### config.mk
export PLATFORM = sky130hd
export DESIGN_NAME = coef_seq_bank
export DESIGN_NICKNAME = d
export VERILOG_FILES = /design/src/rtl/coef_seq_pkg.sv /design/src/rtl/coef_seq_bank_coef_bank.sv /design/src/rtl/coef_seq_bank.sv
export SDC_FILE = /design/constraint.sdc
export NUM_CORES = 1
export LEC_CHECK = 0
export CAP_MARGIN = 25
export CORE_MARGIN = 8
export CORE_UTILIZATION = 35
export CTS_CLUSTER_SIZE = 24
export DETAILED_ROUTE_END_ITERATION = 8
export SYNTH_ARGS = -nofsm -noshare
export SYNTH_HDL_FRONTEND = slang
export SYNTH_HIERARCHICAL = 1
export SYNTH_SLANG_ARGS = --single-unit
### constraint.sdc
create_clock -name clk -period 6.8 [get_ports clk]
set_input_delay 1.36 -clock clk [delete_from_list [all_inputs] [get_ports clk]]
set_output_delay 1.36 -clock clk [all_outputs]
set_load 0.01 [all_outputs]
### src/rtl/coef_seq_pkg.sv
// Shared types and width helpers for the coefficient sequencer.
package coef_seq_pkg;

  // Shadow-bank load progress: IDLE waits for the first word, LOAD collects
  // the rest, PENDING holds a full shadow bank until the frame boundary.
  typedef enum logic [1:0] {
    LD_IDLE    = 2'd0,
    LD_LOAD    = 2'd1,
    LD_PENDING = 2'd2
  } load_state_t;

  // Index width for a count of n items, never narrower than one bit.
  function automatic int width_of(input int n);
    return (n <= 1) ? 1 : $clog2(n);
  endfunction

endpackage

### src/rtl/coef_seq_bank_coef_bank.sv
// One LANES x TM coefficient register bank: lane-major linear write port,
// per-lane combinational read at a shared slot index.
module coef_bank
  import coef_seq_pkg::*;
#(
  parameter int COEFW = 18,
  parameter int TM    = 4,
  parameter int LANES = 2,
  parameter int CW    = width_of(TM),
  parameter int IW    = width_of(TM * LANES)
) (
  input  logic                    clk,
  input  logic                    rst,
  input  logic                    we,
  input  logic [IW-1:0]           widx,
  input  logic signed [COEFW-1:0] wdata,
  input  logic [CW-1:0]           rd_slot,
  output logic signed [COEFW-1:0] rd_data [LANES]
);

  logic signed [COEFW-1:0] mem [LANES][TM];

  // Write word widx to lane widx/TM, slot widx%TM; reset clears the bank.
  always_ff @(posedge clk) begin
    for (int l = 0; l < LANES; l++) begin
      for (int s = 0; s < TM; s++) begin
        if (rst) begin
          mem[l][s] <= '0;
        end else if (we && (widx == IW'(l * TM + s))) begin
          mem[l][s] <= wdata;
        end
      end
    end
  end

  // Per-lane read mux; slot values outside 0..TM-1 read as zero.
  always_comb begin
    for (int l = 0; l < LANES; l++) begin
      rd_data[l] = '0;
      for (int s = 0; s < TM; s++) begin
        if (rd_slot == CW'(s)) rd_data[l] = mem[l][s];
      end
    end
  end

endmodule

### src/rtl/coef_seq_bank.sv
// Double-buffered multi-lane coefficient sequencer: slot counter, shadow
// load FSM, frame-boundary bank swap and registered per-lane outputs.
//
// Load handshake: a word transfers on a rising edge where load_valid and
// load_ready are both high. load_ready depends only on the load state (and
// is held low during reset), never on load_valid; load_data must be stable
// while load_valid is high. A stalled load simply waits at its index.
module coef_seq_bank
  import coef_seq_pkg::*;
#(
  parameter int COEFW = 18,
  parameter int TM    = 4,
  parameter int LANES = 2,
  parameter int CW    = width_of(TM)
) (
  input  logic                    clk,
  input  logic                    rst,
  input  logic                    en,
  output logic [CW-1:0]           counter_out,
  output logic                    frame_start,
  output logic signed [COEFW-1:0] coef_out [LANES],
  input  logic                    load_valid,
  output logic                    load_ready,
  input  logic signed [COEFW-1:0] load_data,
  output logic                    swap_pending,
  output logic                    swap_done,
  output load_state_t             dbg_state
);

  localparam int NW = TM * LANES;
  localparam int IW = width_of(NW);
  localparam logic [CW-1:0] CNT_LAST = CW'(TM - 1);
  localparam logic [IW-1:0] IDX_LAST = IW'(NW - 1);

  logic [CW-1:0]           cnt;
  logic                    bank_sel;   // selects the active bank
  load_state_t             state, state_nx;
  logic [IW-1:0]           load_idx, load_idx_nx;
  logic                    accept, swap, at_boundary;
  logic                    we0, we1;
  logic signed [COEFW-1:0] rd0 [LANES];
  logic signed [COEFW-1:0] rd1 [LANES];

  assign load_ready   = !rst && (state != LD_PENDING);
  assign accept       = load_valid && load_ready;
  assign swap_pending = (state == LD_PENDING);
  assign dbg_state    = state;
  // Enabled: swap on the wrap edge. Stalled: swap only while parked at slot 0.
  assign at_boundary  = en ? (cnt == CNT_LAST) : (cnt == '0);
  // Loads always target the shadow bank, i.e. the one not selected.
  assign we0 = accept && bank_sel;
  assign we1 = accept && !bank_sel;

  coef_bank #(.COEFW(COEFW), .TM(TM), .LANES(LANES), .CW(CW), .IW(IW)) u_bank0 (
    .clk(clk), .rst(rst), .we(we0), .widx(load_idx), .wdata(load_data),
    .rd_slot(cnt), .rd_data(rd0)
  );

  coef_bank #(.COEFW(COEFW), .TM(TM), .LANES(LANES), .CW(CW), .IW(IW)) u_bank1 (
    .clk(clk), .rst(rst), .we(we1), .widx(load_idx), .wdata(load_data),
    .rd_slot(cnt), .rd_data(rd1)
  );

  // Slot counter: wraps at TM-1, holds when not enabled.
  always_ff @(posedge clk) begin
    if (rst) begin
      cnt <= '0;
    end else if (en) begin
      cnt <= (cnt == CNT_LAST) ? '0 : cnt + 1'b1;
    end
  end

  // Load FSM next-state: count words lane-major, then wait for the boundary.
  always_comb begin
    state_nx    = state;
    load_idx_nx = load_idx;
    swap        = 1'b0;
    case (state)
      LD_IDLE, LD_LOAD: begin
        if (accept) begin
          if (load_idx == IDX_LAST) begin
            state_nx = LD_PENDING;
          end else begin
            state_nx    = LD_LOAD;
            load_idx_nx = load_idx + 1'b1;
          end
        end
      end
      LD_PENDING: begin
        if (at_boundary) begin
          swap        = 1'b1;
          state_nx    = LD_IDLE;
          load_idx_nx = '0;
        end
      end
      default: state_nx = LD_IDLE;
    endcase
  end

  // Load FSM state, bank select and swap pulse registers.
  always_ff @(posedge clk) begin
    if (rst) begin
      state     <= LD_IDLE;
      load_idx  <= '0;
      bank_sel  <= 1'b0;
      swap_done <= 1'b0;
    end else begin
      state     <= state_nx;
      load_idx  <= load_idx_nx;
      swap_done <= swap;
      if (swap) bank_sel <= ~bank_sel;
    end
  end

  // Output register: slot index, frame marker and active-bank coefficients
  // all sampled from the same cnt so they stay mutually consistent.
  always_ff @(posedge clk) begin
    if (rst) begin
      counter_out <= '0;
      frame_start <= 1'b0;
      for (int l = 0; l < LANES; l++) coef_out[l] <= '0;
    end else begin
      counter_out <= cnt;
      frame_start <= en && (cnt == '0);
      for (int l = 0; l < LANES; l++) coef_out[l] <= bank_sel ? rd1[l] : rd0[l];
    end
  end

endmodule

Word level (Yosys, flattened, before mapping)

Memory sizes are Yosys's and may differ from the RTL's.
Cells that the tools add are included.

Equal/unequal tests: 16
Bitwise gates (word level): 17
Muxes and demuxes: 96
Reduce and logical (&&, ||, !) cells: 30
Add/sub/neg operators: 2

Operator list:

| cell                | number |
|---|---|
| $mux 18             | 34 |
| $mux 1              | 53 |
| $logic_and 1x1->1   | 21 |
| $or 1x1->1          | 16 |
| $eq 3x3->1 const B  | 4 |
| $mux 3              | 3 |
| $mux 2              | 4 |
| $eq 2x2->1 const B  | 3 |
| $eq 3x2->1 const B  | 2 |
| $ne 2x2->1 const B  | 3 |
| $pmux 3 s2          | 1 |
| $eq 2x1->1 const B  | 2 |
| $logic_not 2->1     | 2 |
| $pmux 2 s2          | 1 |
| $reduce_and 4->1    | 1 |
| $add 3x1->3 const B | 1 |
| $eq 3x1->1 const B  | 1 |
| $logic_not 3->1     | 1 |
| $add 2x1->2 const B | 1 |
| $logic_not 1->1     | 2 |
| $ne 2x1->1 const B  | 1 |
| $reduce_and 2->1    | 1 |
| $reduce_bool 2->1   | 1 |
| $reduce_or 2->1     | 1 |
| $not 1->1           | 1 |

Input bits: 22
RAM bits: 288
Memories kept: 2
Output and inout bits: 44
Word-level logic and storage cells: 172
Register bits after elaboration: 48

Memories:

| name        | words | bits a word | read ports | clocked after memory_dff | wr ports | RTL line                      | source |
|---|---|---|---|---|---|---|---|
| u_bank0.mem | 2     | 72          | 2          | 0                        | 2        | coef_seq_bank_coef_bank.sv:21 | `logic signed [COEFW-1:0] mem [LANES][TM];` |
| u_bank1.mem | 2     | 72          | 2          | 0                        | 2        | coef_seq_bank_coef_bank.sv:21 |  |

Logic depth before layout (Yosys ltp)

Gate-level depths: netlist of run 1.

Depth after elaboration: 9
Depth in mapped cells: 8
Depth with buffers taken out: 6

Hierarchy

Netlist of run 1, hierarchy kept.

By module, submodules not included:

| module        | instances | cells each | area each (sq um) |
|---|---|---|---|
| coef_bank     | 2         | 410        | 6381.1 |
| coef_seq_bank | 1         | 174        | 1800.5 |

Worst setup path before layout of run 1

No wires, ideal clock.

Kind: input to register
Start point: input rst
End point: memory u_bank1/mem[0][54] in the netlist's numbering (enable)
Cell stages on the path: 7
Data arrival time: 3.379 ns
Slack: 3.024 ns
Setup time: 0.397 ns
Path through: buf_6 > buf_2 > nor4b_1 > buf_2 > buf_2 > nand2b_1 > o21bai_1

RTL lines:

| item               | RTL line                      | source |
|---|---|---|
| start: declaration | coef_seq_bank.sv:17           | `input logic rst,` |
| end: declaration   | coef_seq_bank_coef_bank.sv:21 |  |

Worst setup path in the final report of run 1

Start point: input rst
End point: output load_ready

Longest elaborated chain between the ends: 2

RTL lines:

| item              | RTL line            | source |
|---|---|---|
| $logic_not 1->1   | coef_seq_bank.sv:44 | `assign load_ready = !rst && (state != LD_PENDING);` |
| $logic_and 1x1->1 | coef_seq_bank.sv:44 |  |
| end: declaration  | coef_seq_bank.sv:23 | `output logic load_ready,` |

Every way passes these cells.

==> summary.md, run 1 <==
| Metric | Value |
|---|---|
| Status | finished, final reports clean |
| Max Slew Vio Count | 0 |
| Layout area overhead | 16.3% |
| Post-synth ARST share | 0% |
| Rows | 74 |
| Yosys reg bits | between 300 and 400 |
| Congestion Overflow GR | 0 |
| Area post-placement | around 0.016 mm² |
| Hold Fails Final Rpt | 0 |
| # setup viols final | 0 |
| Number of remaining DRC errors | 0 |
| Antenna Cells | 0 |
| I/O Pins | 66 |
| Most numerous cell in the Yosys netlist | nor2_1 |
| Minimum clock period | about 3.7 ns |
| Top post-synthesis cells by area | edfxtp_1, mux4_2, nor2_1, dfxtp_1, nand4bb_1 |
| Cells along the critical path | buf_4, nor2_1, clkdlybuf4s50_1 |
| CTS tree | built |
| Die span in x | 220 µm |
| Vias in the first global route | between 8000 and 9000 |
| Pwr dens | 277 mW/mm² |
| Yosys top cell area share | about three fifths |
| Leak | 5.60 nW |
| Finished Cell Area | 0.0169 mm² |
| CP Max Fanout | 37 |
| Routability cong. | 0.807 |
| Wire length per cell | 22.7 µm |
| Crit path DAT | between 2 and 2.5 ns |
| Number of synthesis warnings | 6 |
| Post-Syn Area | about 0.015 mm² |
| CP Launch Type | primary input |
| First-pass GRT wire length | 53700 µm |
| Via/cell ratio | 5.28 |
| Drt first pass iters | 8 |
| H-tree Lvls | 2 |
| Dpl hpwl | between 20000 and 25000 µm |
| TritonCTS Buffers | 36 |
| Ys flop type | edfxtp_1 |
| Skew final | 0.0109 ns |
| Area leader, netlist | edfxtp_1 |
| Die area | 0.0484 mm² |
| Post-route clock period utilization | 55.1% |
| Cts hold-fix bufs | 0 |
| Port-buffer cells | 65 |
| CTS Buffer Depth | 3 |
| Final WL | ~36000 µm |
| WP data required | 5.44 ns |
| Mean Syn Cell Area | 14.7 µm² |
| CP Capture Type | primary output |
| Commonest cells in the netlist | nor2_1, edfxtp_1, mux4_2, dfxtp_1, buf_2 |
| Initial antenna violation count | 1 |
| Sequential share of the synthesized area | 66.0% |
| GRT Util Overall | roughly 15% |
| Slew HR | between 20 and 30% |
| Worst VDD drop | 152 µV |
| Worst-Margin Slew | 1.08 ns |
| RR Startpoint | dbg_state[0] |
| Setup TNS | 0 ns |
| Netlist cell types | 35 |
| Clock Latency Late Sink | 0.50 ns |
| Die H | 220 µm |
| Clk slew on worst S/H paths | 0.06 ns |
| Clk sink count | roughly 340 |
| Starting Density | 35.6% |
| Hold WC Path Type | reg -> reg |
| RSZ-0062 raised after global routing | false |
| Total number of vias | 8425 |
| Largest net degree at the start of global routing | 105 |
| Critical path class | in -> out |
| Worst Hold Launch | dbg_state[0] |
| Syn Inst Count | 994 |
| Layout cells sized above 1 | 15.3% |
| Iteration-0 DRC Markers | 883 |
| Critical Path Max Stage Delay | 0.58 ns |
| Slowest cell on the critical path | clkdlybuf4s50_1 |
| Post-synth EDFFs | 288 |
| Final nets | about 1100 |
| Crit path from | rst |
| Setup bufs post-CTS | 0 |
| Post-cts gate resize count | 0 |
| Antenna-violating nets left | 0 |
| FMAX | roughly 270 MHz |
| CTS root buf | clkbuf_16 |
| Total core area | about 0.04 mm² |
| Syn nets | 1020 |
| Max cap viols | 0 |
[where the power goes]
group / leakage [nW] / switching [mW] / internal (mW)
clock: 0.574 / 0.777 / 1.22
combinational: 1.65 / 0.197 / 0.155
sequential: 3.38 / 0.0398 / 2.31
[area by class of cell]
cell class	count	area [µm²]
fillers	3721	24000
flip-flops and latches	336	9620
multi-input cells	571	4480
repair buffers	93	972
clock buffers	43	948
well taps	532	666
clock inverters	18	241
inverters	4	15.0
[per-stage QoR]
step | cells | setup WS, ns | hold WS [ns] | util (%) | power, mW
2_1_floorplan | 994 | 3.02 | 0.473 | - | 2.60
3_3_place_gp | 1521 | 2.67 | 0.514 | 37.9 | 2.73
3_5_place_dp | 1521 | 2.59 | 0.518 | 37.9 | 2.74
4_1_cts | 1582 | 3.06 | 0.530 | 40.8 | 4.73
5_1_grt | 1597 | 2.99 | 0.547 | 41.4 | 4.84
6_report | 1597 | 3.05 | 0.523 | 41.4 | 4.70
[flip-flops by register name (all words and copies together), names as in the netlist, 2 cells and up]
signal / count
coef_out: 36
u_bank0/mem: 144
cnt: 2
u_bank1/mem: 144
dbg_state: 2
load_idx: 3
counter_out: 2
[layout by cell type (no fill, tap or decap), types with 14 or more instances in the layout]
master,synthesis,layout
clkdlybuf4s50_1,0,64
nand4bb_1,36,36
dfxtp_1,48,44
mux2i_1,38,38
o21bai_2,0,16
edfxtp_1,288,288
mux4_2,60,60
nand4b_1,36,36
clkbuf_16,0,37
nor2_1,331,331
buf_4,3,14
[path summary, 6_finish.rpt]
path | to | slack (ns) | cells past startpoint
max | load_ready | 3.05 | 3
min | dbg_state[0] | 0.52 | 2
min reg2reg | dbg_state[0] | 0.52 | 2
max reg2reg | u_bank1/mem[1][38] | 3.79 | 6
[routing by layer]
layer  part of all wire [%]  track usage (%)
met5                  0.036                0
met4                    2.8             4.77
met3                    7.0             2.96
met2                     49             24.4
met1                     42             19.2
[cell families after synthesis]
family | count (synthesis) | synth area share, %
and+or+nand+nor | 433 | 14.7
DFF | 336 | 66.0
muxes | 110 | 14.1
buffers and inverters | 87 | 3.70
AOI/OAI and AO/OA | 24 | 1.17
adders and majority gates | 4 | 0.344
[critical path: cells and delay by family]
kind | cells | cell delay (ns)
simple gates | 1 | 0.20
buf+inv | 2 | 0.81
Power figures use the tool's default switching activity.
==> run 2, diff against run 1 <==
- clock period: 6.8 -> 3.9 ns (I/O delays scaled with it)
==> run 2 against run 1 <==
Compared with the run above:
- combinational power up 77%
- worst setup slack worse by 2.0 ns
- non-clock buffer count up 11
==> summary.md, run 2 (same netlist as run 1, synthesis figures left out) <==
| Metric | Value |
|---|---|
| Status | finished, final reports clean |
| Leak | between 5 and 6 nW |
| RSZ-0062 raised after global routing | false |
| Top Registers | u_bank0/mem x144, u_bank1/mem x144, coef_out x36 |
| Setup TNS | 0 ns |
| Layout area overhead | 16.3% |
| Antenna-violating nets left | 0 |
| CP Launch Type | flop |
| Iteration-0 DRC Markers | 818 |
| CTS Buffer Depth | 3 |
| Die area | between 0.04 and 0.05 mm² |
| Initial antenna violation count | 0 |
| Number of remaining DRC errors | 0 |
| FMAX | 346 MHz |
| Dpl hpwl | approximately 24000 µm |
| Max cap viols | 0 |
| TritonCTS Buffers | 36 |
| WP data required | 4.11 ns |
| Final WL | 37700 µm |
| Worst Path Buf+Inv | 3 |
| Clock Latency Late Sink | 0.52 ns |
| Skew final | 0.0133 ns |
| Rows | between 70 and 80 |
| Pre-CTS setup slack | 0.525 ns |
| CP Max Fanout | 37 |
| # setup viols final | 0 |
| FF-to-FF setup slack | between 1 and 1.5 ns |
| Starting Density | 35.6% |
| H-tree Lvls | 2 |
| Max Slew Vio Count | 0 |
| Vias in the first global route | 8572 |
| Worst Setup Slack, final | just over 1 ns |
| CTS root buf | clkbuf_16 |
| Post-cts gate resize count | 0 |
| Crit path DAT | 3.10 ns |
| RR Endpoint | u_bank0/mem[0][18] |
| Largest net degree at the start of global routing | 139 |
| Routability cong. | 0.786 |
| Hold Fails Final Rpt | 0 |
| RR Startpoint | dbg_state[0] |
| Setup bufs post-CTS | 0 |
| Hold path endpoint | dbg_state[0] |
| Cells along the critical path | nand2b_1, inv_1, nor2_1, and3_1, buf_4, nand2_1, o21bai_2, buf_4 |
| Commonest non-fill, non-tap cell in the layout | nor2_1 |
| Hold WC Path Type | reg -> reg |
| Crit-path most repeated cell | buf_4 |
| Critical Path Max Stage Delay | 0.46 ns |
| Cts hold-fix bufs | 0 |
| Antenna Cells | 0 |
| Drt first pass iters | 5 |
| Total number of vias | 8543 |
| Worst VDD drop | 326 µV |
| Post-route clock period utilization | 74.0% |
| Via/cell ratio | 5.31 |
| Worst-Margin Slew | ~1.0 ns |
| First-pass GRT wire length | 55600 µm |
| GRT Util Overall | between 10% and 20% |
| Slowest cell on the critical path | o21bai_2 |
| Die H | roughly 220 µm |
| Critical path class | reg -> reg |
| Worst Hold Launch | dbg_state[0] |
| Minimum clock period | roughly 2.9 ns |
| Die span in x | 220 µm |
| Wire length per cell | between 20 and 25 µm |
| CP delay by family, top | buffers and inverters |
| Slew HR | between 30 and 40% |
| Most frequent cells in the layout | nor2_1, edfxtp_1, clkdlybuf4s50_1 |
| Clk slew on worst S/H paths | 0.06 ns |
| CTS tree | built |
| Hold path depth | 2 |
| I/O Pins | 66 |
| Final nets | 1079 |
| Pwr dens | 473 mW/mm² |
| CP Capture Type | flop |
| Congestion Overflow GR | 0 |
| Total core area | slightly above 0.04 mm² |
| Clk sink count | 336 |
| Port-buffer cells | 65 |
| Depth of the worst register-to-register path | 8 |
| Layout cells sized above 1 | 16.2% |
[run 2: cell types whose count changed in the layout (fill, tap and decap cells not counted), sizes merged]
cell      previous run  this run
buf                 29        40
bufinv               6         2
clkbuf              43        46
inv                  5         7
clkinvlp             2         1
[run 2: per-layer routing]
layer | part of all wire [%] | up-vias | track usage [%]
met1 | 42 | 4340 | 20.6
met5 | 0 | - | 0
met2 | 48 | 333 | 25.1
li1 | - | 3818 | -
met4 | 2.6 | 0 | 4.86
met3 | 7.1 | 52 | 3.07
[run 2: power by group]
part,internal [mW],switching (mW),leakage [nW],total (mW)
logic,0.277,0.349,1.70,0.626
registers,4.03,0.0743,3.38,4.11
clock network,1.93,1.35,0.551,3.28
total,6.24,1.78,5.63,8.01
[run 2: worst max-delay path by stage]
stage,from,to,slack (ns),cells past startpoint
after floorplan,rst,u_bank1/mem[0][54],0.70,7
after global placement,load_valid,u_bank0/mem[0][19],0.57,6
after detailed placement,load_valid,u_bank0/mem[0][21],0.53,6
after CTS,dbg_state[0],u_bank0/mem[0][18],1.04,8
after global routing,dbg_state[0],u_bank0/mem[0][18],0.82,8
final,dbg_state[0],u_bank0/mem[0][18],1.01,8
[run 2: cell type report]
class,instances,area [µm²]
tap,532,666
inverter,4,15.0
multi-input combinational,571,4480
sequential,336,9620
clock buffer,46,991
clock inverter,15,128
timing repair buffer,104,1030
fill,3790,24000
[run 2: per-stage QoR]
stage	hold WS (ns)	util (%)	area [µm²]	instances	total power, mW
finish	0.532	41.4	16900	1608	8.01
global route	0.560	41.4	16900	1608	8.26
CTS	0.538	41.3	16900	1606	8.09
detailed placement	0.528	38.6	15800	1545	4.81
global placement	0.501	38.6	15800	1545	4.81
floorplan	0.473	-	14600	994	4.53
[run 2: tightest hold or removal path: stages, from the launching register on]
cell,delay [ns]
dfxtp_1,0.32
nor2_1,0.09
a2111oi_0,0.06
==> run 3, diff against run 2 <==
- clock period: 3.9 -> 2.65 ns (I/O delays scaled with it)
==> run 3 against run 2 <==
Compared with the run above:
- first-iteration DRC count is 12% lower
- sequential power up 46%
- clock-buffer cell count is 5 higher
- critical endpoint is now load_ready
==> summary.md, run 3 (same netlist as run 1, synthesis figures left out) <==
| Metric | Value |
|---|---|
| Critical Path Max Stage Delay | between 0.5 and 0.6 ns |
| Die area | 0.0484 mm² |
| CP Capture Type | primary output |
| Setup bufs post-CTS | 0 |
| Routability cong. | 0.769 |
| Layout cells sized above 1 | 18.5% |
| Skew final | 0.0217 ns |
| Layout area overhead | 19.0% |
| TritonCTS Buffers | 37 |
| Max Slew Vio Count | 0 |
| Final WL | between 30000 and 40000 µm |
| CP Launch Type | flop |
| Util after Layout | 42.3% |
| FMAX | 398 MHz |
| Post-route clock period utilization | 94.8% |
| Leak | 5.83 nW |
| Congestion Overflow GR | 0 |
| Pwr Total | 12.1 mW |
| Antenna Cells | 0 |
| Status | finished, final reports clean |
| Most frequent cells in the layout | nor2_1, edfxtp_1, clkdlybuf4s50_1 |
| Top Registers | u_bank0/mem x144, u_bank1/mem x144, coef_out x36 |
| GRT Util Overall | 15.9% |
| Antenna-violating nets left | 0 |
| Crit path DAT | between 1.5 and 2 ns |
| Critical path class | reg -> out |
| Post-route insts no fill | 1640 |
| Max cap viols | 0 |
| Initial antenna violation count | 0 |
| Worst VDD drop | roughly 350 µV |
| Number of remaining DRC errors | 0 |
| Dpl hpwl | 25700 µm |
| Vias in the first global route | between 8000 and 9000 |
| Slew HR | 56.9% |
| Final nets | 1105 |
| Port-buffer cells | 65 |
| Clock Latency Late Sink | between 0.5 and 0.6 ns |
| Starting Density | 35.6% |
| Die span in x | 220 µm |
| Largest net degree at the start of global routing | 99 |
| Hold WC Path Type | in -> reg |
| Clk slew on worst S/H paths | about 0.060 ns |
| Total number of vias | 8769 |
| First-pass GRT wire length | 57500 µm |
| WP data required | 2.12 ns |
| Hold Fails Final Rpt | 0 |
| I/O Pins | 66 |
| Inst Count DP | 1572 |
| H-tree Lvls | 2 |
| Drt first pass iters | 5 |
| CTS tree | built |
| Commonest non-fill, non-tap cell in the layout | nor2_1 |
| Clk sink count | between 300 and 400 |
| Pwr dens | 700 mW/mm² |
| Total core area | 0.0409 mm² |
| Worst-Margin Slew | 0.646 ns |
| Fillers | 3660 |
| CTS Buffer Depth | 3 |
| Rows | 74 |
| Cells along the critical path | nand2b_2, inv_1, nor2_2, clkdlybuf4s50_1 |
| Slowest cell on the critical path | clkdlybuf4s50_1 |
| Cts hold-fix bufs | 0 |
| CTS root buf | clkbuf_16 |
| CP Max Fanout | 7 |
| Iteration-0 DRC Markers | 719 |
| # setup viols final | 0 |
| RSZ-0062 raised after global routing | false |
| Minimum clock period | 2.51 ns |
| Via/cell ratio | 5.35 |
| Die H | 220 µm |
| Wire length per cell | 23.6 µm |
-- run 3: worst paths after layout --
path	start	to	slack [ns]	depth (start not counted)
worst max register to register	dbg_state[0]	u_bank0/mem[0][67]	0.40	7
worst min register to register	dbg_state[0]	dbg_state[0]	0.53	2
worst min-delay path	rst	coef_out[8]	0.36	2
worst max-delay path	dbg_state[0]	load_ready	0.14	4
-- run 3: cell type report --
type / count / area, µm² / area share (%)
Clock buffer: 51 / 1060 / 6.12
Multi-Input combinational cell: 571 / 4490 / 25.9
Clock inverter: 17 / 160 / 0.925
Sequential cell: 336 / 9620 / 55.5
Timing Repair Buffer: 129 / 1320 / 7.60
Inverter: 4 / 15.0 / 0.0867
Tap cell: 532 / 666 / 3.84
-- run 3: power by group --
group | switching [mW] | internal [mW] | leakage [nW]
clock | 2.08 | 3.02 | 0.597
combinational | 0.564 | 0.450 | 1.85
sequential | 0.0807 | 5.93 | 3.38
total | 2.73 | 9.40 | 5.83
-- run 3: layer usage --
| metal | track usage [%] | up-vias | share of wire [%] |
|---|---|---|---|
| met5 | 0 | - | 0 |
| met2 | 25.5 | 355 | 47 |
| li1 | - | 3877 | - |
| met4 | 6.47 | 0 | 4.0 |
| met1 | 21.3 | 4456 | 42 |
| met3 | 2.89 | 81 | 7.3 |
-- run 3: per-stage QoR --
step	TNS, ns	cell area (µm²)	hold slack (ns)	setup slack [ns]
2_1_floorplan	-51.96	14600	0.473	-0.296
3_3_place_gp	0	16100	0.522	0.0785
3_5_place_dp	-0.00154	16100	0.523	-0.00154
4_1_cts	0	17300	0.342	0.0221
5_1_grt	0	17300	0.347	0.0135
6_report	0	17300	0.363	0.138
-- run 3: what timing repair did --
item,CTS,global route
endpoints found under the setup margin,1,2
resized for setup,1,1
pin swaps,0,0
-- run 3: worst max-delay path, delay by kind of cell, from the launching register on --
family / cells / cell delay [ns]
AND/OR/NAND/NOR: 2 / 0.39
buffers and inverters: 2 / 0.73
flip-flops: 1 / 0.35
